[src/rtl/load_store_unit_if.sv]
// Request/response and byte-memory bus of the load/store unit.
// The slave modport is the unit itself; master is its environment (CPU plus memory).
interface load_store_unit_if #(
    parameter int ADDR_WIDTH = 6
);
    logic                  reqValid;
    logic                  reqReady;
    logic                  reqWrite;
    logic [31:0]           reqAddress;
    logic [2:0]            reqType;
    logic [31:0]           reqData;
    logic                  rspValid;
    logic [31:0]           rspData;
    logic                  rspError;
    logic [ADDR_WIDTH-1:0] memAddress;
    logic                  memRead;
    logic                  memWrite;
    logic [7:0]            memWriteData;
    logic [7:0]            memReadData;

    modport slave (
        input  reqValid, reqWrite, reqAddress, reqType, reqData, memReadData,
        output reqReady, rspValid, rspData, rspError,
        output memAddress, memRead, memWrite, memWriteData
    );

    modport master (
        output reqValid, reqWrite, reqAddress, reqType, reqData, memReadData,
        input  reqReady, rspValid, rspData, rspError,
        input  memAddress, memRead, memWrite, memWriteData
    );
endinterface

[src/rtl/load_store_unit.sv]
// Load/store unit: splits word/half/byte requests into little-endian byte
// transactions on a byte-wide synchronous memory and reassembles load results.
module load_store_unit #(
    parameter int ADDR_WIDTH  = 6,
    parameter bit CHECK_ALIGN = 1'b1
) (
    input logic               clk,
    input logic               rst,
    load_store_unit_if.slave  bus
);

    typedef enum logic [1:0] {
        S_IDLE  = 2'd0,
        S_ISSUE = 2'd1,
        S_DRAIN = 2'd2,
        S_RESP  = 2'd3
    } state_t;

    state_t                state_r;
    logic [1:0]            k_r;
    logic [1:0]            last_r;
    logic                  write_r;
    logic [ADDR_WIDTH-1:0] addr_r;
    logic [2:0]            type_r;
    logic [31:0]           data_r;
    logic [31:0]           asm_r;

    logic                  rsp_valid_r;
    logic                  rsp_error_r;
    logic [31:0]           rsp_data_r;
    logic [ADDR_WIDTH-1:0] mem_addr_r;
    logic                  mem_read_r;
    logic                  mem_write_r;
    logic [7:0]            mem_wdata_r;

    logic [1:0]            req_last_s;
    logic [32:0]           req_span_s;
    logic                  req_err_s;
    logic [1:0]            k_next_s;
    logic [1:0]            k_prev_s;
    logic [31:0]           final_word_s;

    // Index of the last byte (N-1) for a request type; illegal types map to 0.
    function automatic logic [1:0] last_index(input logic [2:0] t);
        logic [1:0] r;
        case (t)
            3'b000:  r = 2'd3;
            3'b001:  r = 2'd1;
            3'b010:  r = 2'd1;
            default: r = 2'd0;
        endcase
        return r;
    endfunction

    // Sign or zero extension of the assembled load word.
    function automatic logic [31:0] extend_load(input logic [2:0] t, input logic [31:0] w);
        logic [31:0] r;
        case (t)
            3'b001:  r = {{16{w[15]}}, w[15:0]};
            3'b010:  r = {16'h0000, w[15:0]};
            3'b011:  r = {{24{w[7]}}, w[7:0]};
            3'b100:  r = {24'h000000, w[7:0]};
            default: r = w;
        endcase
        return r;
    endfunction

    // Request classification: the end address is formed in 33 bits so a high address cannot wrap into range.
    always_comb begin
        req_last_s = last_index(bus.reqType);
        req_span_s = {1'b0, bus.reqAddress} + {31'd0, req_last_s};
        req_err_s  = 1'b0;
        if (bus.reqType > 3'd4) begin
            req_err_s = 1'b1;
        end else if ((req_span_s >> ADDR_WIDTH) != 33'd0) begin
            req_err_s = 1'b1;
        end else if (CHECK_ALIGN && (bus.reqType == 3'b000) && (bus.reqAddress[1:0] != 2'b00)) begin
            req_err_s = 1'b1;
        end else if (CHECK_ALIGN && ((bus.reqType == 3'b001) || (bus.reqType == 3'b010))
                     && bus.reqAddress[0]) begin
            req_err_s = 1'b1;
        end else begin
            req_err_s = 1'b0;
        end
    end

    // Byte-index helpers and the load word with the final returning byte merged in.
    always_comb begin
        k_next_s     = k_r + 2'd1;
        k_prev_s     = k_r - 2'd1;
        final_word_s = asm_r;
        final_word_s[{last_r, 3'b000} +: 8] = bus.memReadData;
    end

    // Main FSM with registered response and memory strobes.
    always_ff @(posedge clk) begin
        if (rst) begin
            state_r     <= S_IDLE;
            k_r         <= 2'd0;
            last_r      <= 2'd0;
            write_r     <= 1'b0;
            addr_r      <= '0;
            type_r      <= 3'd0;
            data_r      <= 32'd0;
            asm_r       <= 32'd0;
            rsp_valid_r <= 1'b0;
            rsp_error_r <= 1'b0;
            rsp_data_r  <= 32'd0;
            mem_addr_r  <= '0;
            mem_read_r  <= 1'b0;
            mem_write_r <= 1'b0;
            mem_wdata_r <= 8'd0;
        end else begin
            case (state_r)
                S_IDLE: begin
                    rsp_valid_r <= 1'b0;
                    rsp_error_r <= 1'b0;
                    rsp_data_r  <= 32'd0;
                    if (bus.reqValid) begin
                        write_r <= bus.reqWrite;
                        addr_r  <= bus.reqAddress[ADDR_WIDTH-1:0];
                        type_r  <= bus.reqType;
                        data_r  <= bus.reqData;
                        last_r  <= req_last_s;
                        k_r     <= 2'd0;
                        asm_r   <= 32'd0;
                        if (req_err_s) begin
                            state_r     <= S_RESP;
                            rsp_valid_r <= 1'b1;
                            rsp_error_r <= 1'b1;
                        end else begin
                            state_r     <= S_ISSUE;
                            mem_addr_r  <= bus.reqAddress[ADDR_WIDTH-1:0];
                            mem_write_r <= bus.reqWrite;
                            mem_read_r  <= ~bus.reqWrite;
                            mem_wdata_r <= bus.reqWrite ? bus.reqData[7:0] : 8'd0;
                        end
                    end
                end
                S_ISSUE: begin
                    // Read data lags its strobe by one cycle, so this cycle delivers byte k-1.
                    if (!write_r && (k_r != 2'd0)) begin
                        asm_r[{k_prev_s, 3'b000} +: 8] <= bus.memReadData;
                    end
                    if (k_r == last_r) begin
                        mem_read_r  <= 1'b0;
                        mem_write_r <= 1'b0;
                        mem_wdata_r <= 8'd0;
                        if (write_r) begin
                            state_r     <= S_RESP;
                            rsp_valid_r <= 1'b1;
                            rsp_data_r  <= 32'd0;
                        end else begin
                            state_r <= S_DRAIN;
                        end
                    end else begin
                        k_r         <= k_next_s;
                        mem_addr_r  <= addr_r + {{(ADDR_WIDTH-2){1'b0}}, k_next_s};
                        mem_wdata_r <= write_r ? data_r[{k_next_s, 3'b000} +: 8] : 8'd0;
                    end
                end
                S_DRAIN: begin
                    asm_r       <= final_word_s;
                    rsp_valid_r <= 1'b1;
                    rsp_error_r <= 1'b0;
                    rsp_data_r  <= extend_load(type_r, final_word_s);
                    state_r     <= S_RESP;
                end
                S_RESP: begin
                    rsp_valid_r <= 1'b0;
                    rsp_error_r <= 1'b0;
                    rsp_data_r  <= 32'd0;
                    k_r         <= 2'd0;
                    state_r     <= S_IDLE;
                end
                default: begin
                    state_r     <= S_IDLE;
                    k_r         <= 2'd0;
                    rsp_valid_r <= 1'b0;
                    rsp_error_r <= 1'b0;
                    rsp_data_r  <= 32'd0;
                    mem_read_r  <= 1'b0;
                    mem_write_r <= 1'b0;
                    mem_wdata_r <= 8'd0;
                end
            endcase
        end
    end

    // Ready is gated by rst so it reads 0 throughout the reset cycle and 1 as soon as rst drops.
    assign bus.reqReady     = (state_r == S_IDLE) && !rst;
    assign bus.rspValid     = rsp_valid_r;
    assign bus.rspError     = rsp_error_r;
    assign bus.rspData      = rsp_data_r;
    assign bus.memAddress   = mem_addr_r;
    assign bus.memRead      = mem_read_r;
    assign bus.memWrite     = mem_write_r;
    assign bus.memWriteData = mem_wdata_r;

endmodule

[src/flat_wrapper.sv]
// flat-port wrapper written by rule: the top's interface ports become plain ports
module load_store_unit_flat 
#(
    parameter int ADDR_WIDTH  = 6,
    parameter bit CHECK_ALIGN = 1'b1
)
  (clk, rst, bus_reqValid, bus_reqWrite, bus_reqAddress, bus_reqType, bus_reqData, bus_memReadData, bus_reqReady, bus_rspValid, bus_rspData, bus_rspError, bus_memAddress, bus_memRead, bus_memWrite, bus_memWriteData);
  load_store_unit_if #(.ADDR_WIDTH(ADDR_WIDTH)) bus_i ();
  input logic clk;
  input logic rst;
  input wire logic [$bits(bus_i.reqValid)-1:0] bus_reqValid;
  input wire logic [$bits(bus_i.reqWrite)-1:0] bus_reqWrite;
  input wire logic [$bits(bus_i.reqAddress)-1:0] bus_reqAddress;
  input wire logic [$bits(bus_i.reqType)-1:0] bus_reqType;
  input wire logic [$bits(bus_i.reqData)-1:0] bus_reqData;
  input wire logic [$bits(bus_i.memReadData)-1:0] bus_memReadData;
  output wire logic [$bits(bus_i.reqReady)-1:0] bus_reqReady;
  output wire logic [$bits(bus_i.rspValid)-1:0] bus_rspValid;
  output wire logic [$bits(bus_i.rspData)-1:0] bus_rspData;
  output wire logic [$bits(bus_i.rspError)-1:0] bus_rspError;
  output wire logic [$bits(bus_i.memAddress)-1:0] bus_memAddress;
  output wire logic [$bits(bus_i.memRead)-1:0] bus_memRead;
  output wire logic [$bits(bus_i.memWrite)-1:0] bus_memWrite;
  output wire logic [$bits(bus_i.memWriteData)-1:0] bus_memWriteData;
  assign bus_i.reqValid = bus_reqValid;
  assign bus_i.reqWrite = bus_reqWrite;
  assign bus_i.reqAddress = bus_reqAddress;
  assign bus_i.reqType = bus_reqType;
  assign bus_i.reqData = bus_reqData;
  assign bus_i.memReadData = bus_memReadData;
  assign bus_reqReady = bus_i.reqReady;
  assign bus_rspValid = bus_i.rspValid;
  assign bus_rspData = bus_i.rspData;
  assign bus_rspError = bus_i.rspError;
  assign bus_memAddress = bus_i.memAddress;
  assign bus_memRead = bus_i.memRead;
  assign bus_memWrite = bus_i.memWrite;
  assign bus_memWriteData = bus_i.memWriteData;
  load_store_unit #(.ADDR_WIDTH(ADDR_WIDTH), .CHECK_ALIGN(CHECK_ALIGN)) u_core (.clk(clk), .rst(rst), .bus(bus_i));
endmodule
[config.mk]
export PLATFORM = sky130hd
export DESIGN_NAME = load_store_unit_flat
export DESIGN_NICKNAME = d
export VERILOG_FILES = /design/src/rtl/load_store_unit_if.sv /design/src/rtl/load_store_unit.sv /design/src/flat_wrapper.sv
export SDC_FILE = /design/constraint.sdc
export NUM_CORES = 1
export LEC_CHECK = 0
export CAP_MARGIN = 20
export CORE_ASPECT_RATIO = 1.1
export CORE_MARGIN = 2
export CORE_UTILIZATION = 58
export CTS_BUF_LIST = sky130_fd_sc_hd__clkbuf_8 sky130_fd_sc_hd__clkbuf_16
export CTS_CLUSTER_SIZE = 24
export DETAILED_ROUTE_END_ITERATION = 16
export HOLD_SLACK_MARGIN = 0.08
export PLACE_DENSITY = 0.93
export SYNTH_ARGS = -nofsm -noshare
export SYNTH_HDL_FRONTEND = slang
export SYNTH_SLANG_ARGS = --single-unit
export TNS_END_PERCENT = 50
[constraint.sdc]
create_clock -name clk -period 5.7 [get_ports clk]
set_input_delay 1.14 -clock clk [delete_from_list [all_inputs] [get_ports clk]]
set_output_delay 1.14 -clock clk [all_outputs]
set_load 0.01 [all_outputs]
==> impl_metrics.env <==
export IMPL_drive_gt1_share_pct=7.326
export IMPL_endpoint_kind="register"
export IMPL_hold_class="register to register"
export IMPL_cts_buffer_depth=2
export IMPL_p_per_area_nw_per_um2=358.9
export IMPL_area_delta_synth_final_pct=25.30
export IMPL_overflow=0
export IMPL_max_slew_margin_rel_pct=34.75
export IMPL_path_cells="clkdlybuf4s50_1 -> nor3_1 -> ha_1 -> and4_1 -> a41oi_1 -> nor3_1 -> xor2_1 -> a211o_1 -> nor4_4 -> or2_1 -> o21ai_0"
export IMPL_cts_hold_fix_buffers=0
export IMPL_cp_start_kind="primary input"
export IMPL_start_util_pct=59.04
export IMPL_die_h_um=122.7
export IMPL_wl_mm=22.13
export IMPL_wl_per_cell_um=17.72
export IMPL_place_congestion=0.9666
export IMPL_groute_usage_overall_pct=32.33
export IMPL_mostFrequentLayoutCell="nand2_1"
export IMPL_path_delay_family="simple AND/OR/NAND/NOR gates"
export IMPL_cts_resized=0
export IMPL_finClkSkew_ps=6.098
export IMPL_viasPerCell=6.304
export IMPL_drv_cap=0
export IMPL_arrival_ps=4890
export IMPL_async_reset_ff_share_pct=0
export IMPL_timing_critical_path_depth=11
export IMPL_p_leak_nw=3.387
export IMPL_core_area_um2=12590
export IMPL_fmax_ghz=0.2177
export IMPL_reg2reg_depth=8
export IMPL_firstDrtPassIters=8
export IMPL_synth_fp_nets=1082
export IMPL_grt_pass1_wl_mm=36.11
export IMPL_whs_path_depth=2
export IMPL_crit_path_top_delay_cell="nor4_4"
export IMPL_postRouteAntennaNets=0
export IMPL_period_share_pct=80.57
export IMPL_hold_violations=0
export IMPL_setup_tns_ps=0
export IMPL_vias=7874
export IMPL_cts_max_level=4
export IMPL_die_area_um2=13740
export IMPL_slew_violations=0
export IMPL_status="finished clean"
export IMPL_yosysSeqAreaShare_pct=35.01
export IMPL_worst_pin_slew_ps=971.3
export IMPL_synth_flop_cell="dfxtp_1"
export IMPL_numCtsBuffers=17
export IMPL_crit_type="primary input to register"
export IMPL_post_cts_buffers=0
export IMPL_finalSetupViolations=0
export IMPL_cts_root_buf="clkbuf_16"
export IMPL_rsz0062_at_grt="false"
export IMPL_crit_path_start="bus_reqType[0]"
export IMPL_crit_top_cell="nor3_1"
export IMPL_drt_iter0_drc=941
export IMPL_final_util_pct=73.98
export IMPL_rr_startpoint="u_core.k_r[0]$_SDFFE_PP0P_"
export IMPL_final_nets=1179
export IMPL_ys_types=65
export IMPL_synth_edff_count=0
export IMPL_multi_input_area_um2=4443
export IMPL_ys_seq_elements=130
export IMPL_antenna_found_initial=0
export IMPL_ioPinCount=130
export IMPL_register_area_um2=2603
export IMPL_grt_pass1_vias=7442
export IMPL_ir_drop_mv=0.2848
export IMPL_drc=0
export IMPL_yosysWarnings=0
export IMPL_cts_clk_slew_worst_paths_ps=60
export IMPL_synth_area_um2=7433
export IMPL_diodes=0
export IMPL_hp_start="u_core.bus.rspData[31]$_SDFFE_PP0P_"
export IMPL_rows=43
export IMPL_syn_inst=982
export IMPL_port_buffers=129
export IMPL_post_route_min_period_ps=4593
export IMPL_nFillCells=962
export IMPL_layout_common_cells="nand2_1 (198), dfxtp_1 (130), clkdlybuf4s50_1 (128)"
export IMPL_cp_max_fo=10
export IMPL_cp_required_ps=5990
export IMPL_clk_insertion_delay_late_ps=430
export IMPL_tritoncts="yes"
export IMPL_path_buf_inv=1
export IMPL_hpwl_mm=15.03
export IMPL_synth_area_per_cell_um2=7.570
export IMPL_die_w_um=111.9
export IMPL_grt_max_degree=90
export IMPL_cts_sinks=130
export IMPL_worst_path_largest_cell_delay_ps=590
[stage by stage]
step / cell area (um^2) / setup WS (ps) / hold WS [ps] / power, mW / std cells
5_1_grt: 9314 / 775.1 / 469.2 / 3.493 / 1249
2_1_floorplan: 7433 / 1776 / 433.1 / 1.880 / 982
3_3_place_gp: 8752 / 879.1 / 437.3 / 2.267 / 1216
6_report: 9314 / 1107 / 450.6 / 3.343 / 1249
4_1_cts: 9314 / 1184 / 451.9 / 3.315 / 1249
3_5_place_dp: 8757 / 787.5 / 444.2 / 2.296 / 1217
[tightest hold or removal path: cells and delay by family, from the launching register on]
kind            cells  cell delay, ps
simple gates        1              50
compound gates      1              50
flops               1             310
[logic make-up (layout without fill, tap and decap cells)]
group	Yosys count	after routing	share of synthesized area, %
compound gates	291	291	25.20
xor+xnor	11	11	1.296
fa+ha+maj	21	21	3.636
buf+inv	102	212	5.454
flops	130	130	35.01
mux	21	21	4.225
simple gates	406	406	25.18
[layout make-up]
class / instances / share of cell area (%)
flip-flops and latches: 130 / 27.94
inverters: 41 / 1.652
clock buffers: 18 / 4.715
repair buffers: 139 / 14.62
clock inverters: 14 / 1.263
well taps: 157 / 2.109
multi-input cells: 750 / 47.70
[path summary, 6_finish.rpt]
kind	end	slack (ps)
setup / recovery	u_core.bus.memRead$_SDFFE_PP0P_	1110
hold / removal	u_core.bus.rspData[31]$_SDFFE_PP0P_	450
setup reg to reg	u_core.asm_r[27]$_SDFFE_PP0P_	2300
hold reg to reg	u_core.bus.rspData[31]$_SDFFE_PP0P_	450
[per-layer routing]
| layer | global-route usage (%) | wire (um) | vias to the layer above |
|---|---|---|---|
| li1 | - | - | 3675 |
| met1 | 39.14 | 8573 | 3691 |
| met2 | 54.81 | 10630 | 430 |
| met3 | 8.395 | 2132 | 78 |
| met4 | 13.95 | 794 | 0 |
| met5 | 0 | 0 | - |
[cells in the mapped netlist, types with 4 or more instances]
cell	n	area [um^2]
a21boi_0	4	30.03
a21o_1	4	30.03
a21oi_1	89	445.4
a22o_1	12	105.1
a22oi_1	39	292.8
a2bb2oi_1	16	140.1
a311oi_1	4	35.03
a31o_2	14	122.6
and4_1	6	52.55
buf_1	6	22.52
clkbuf_1	51	191.4
dfxtp_1	130	2603
ha_1	20	250.2
inv_1	41	153.9
mux2i_1	10	100.1
mux4_2	8	180.2
nand2_1	198	743.2
nand2b_1	18	112.6
nand3_1	36	180.2
nand4_1	6	37.54
nor2_1	72	270.3
nor2b_1	18	112.6
nor3_1	19	95.09
nor4_1	5	31.28
o211a_1	8	80.08
o211ai_1	7	52.55
o21ai_0	71	355.3
or4_1	4	30.03
xnor2_1	4	35.03
xor2_1	7	61.31
[state kept, by name, indices dropped and copies added, names as in the netlist]
| signal | cells |
|---|---|
| u_core.data_r | 32 |
| u_core.state_r | 2 |
| u_core.bus.memRead | 1 |
| u_core.last_r | 2 |
| u_core.k_r | 2 |
| u_core.asm_r | 32 |
| u_core.type_r | 3 |
| u_core.bus.memAddress | 6 |
| u_core.bus.memWriteData | 8 |
| u_core.bus.rspError | 1 |
| u_core.bus.memWrite | 1 |
| u_core.addr_r | 6 |
| u_core.bus.rspValid | 1 |
| u_core.write_r | 1 |
| u_core.bus.rspData | 32 |
[power breakdown]
group	total [mW]	switching, mW	internal (mW)
Clock	1.02	0.414	0.607
Sequential	1.13	0.0927	1.03
Combinational	1.20	0.755	0.441
Total	3.34	1.26	2.08
Power figures use the tool's default switching activity.
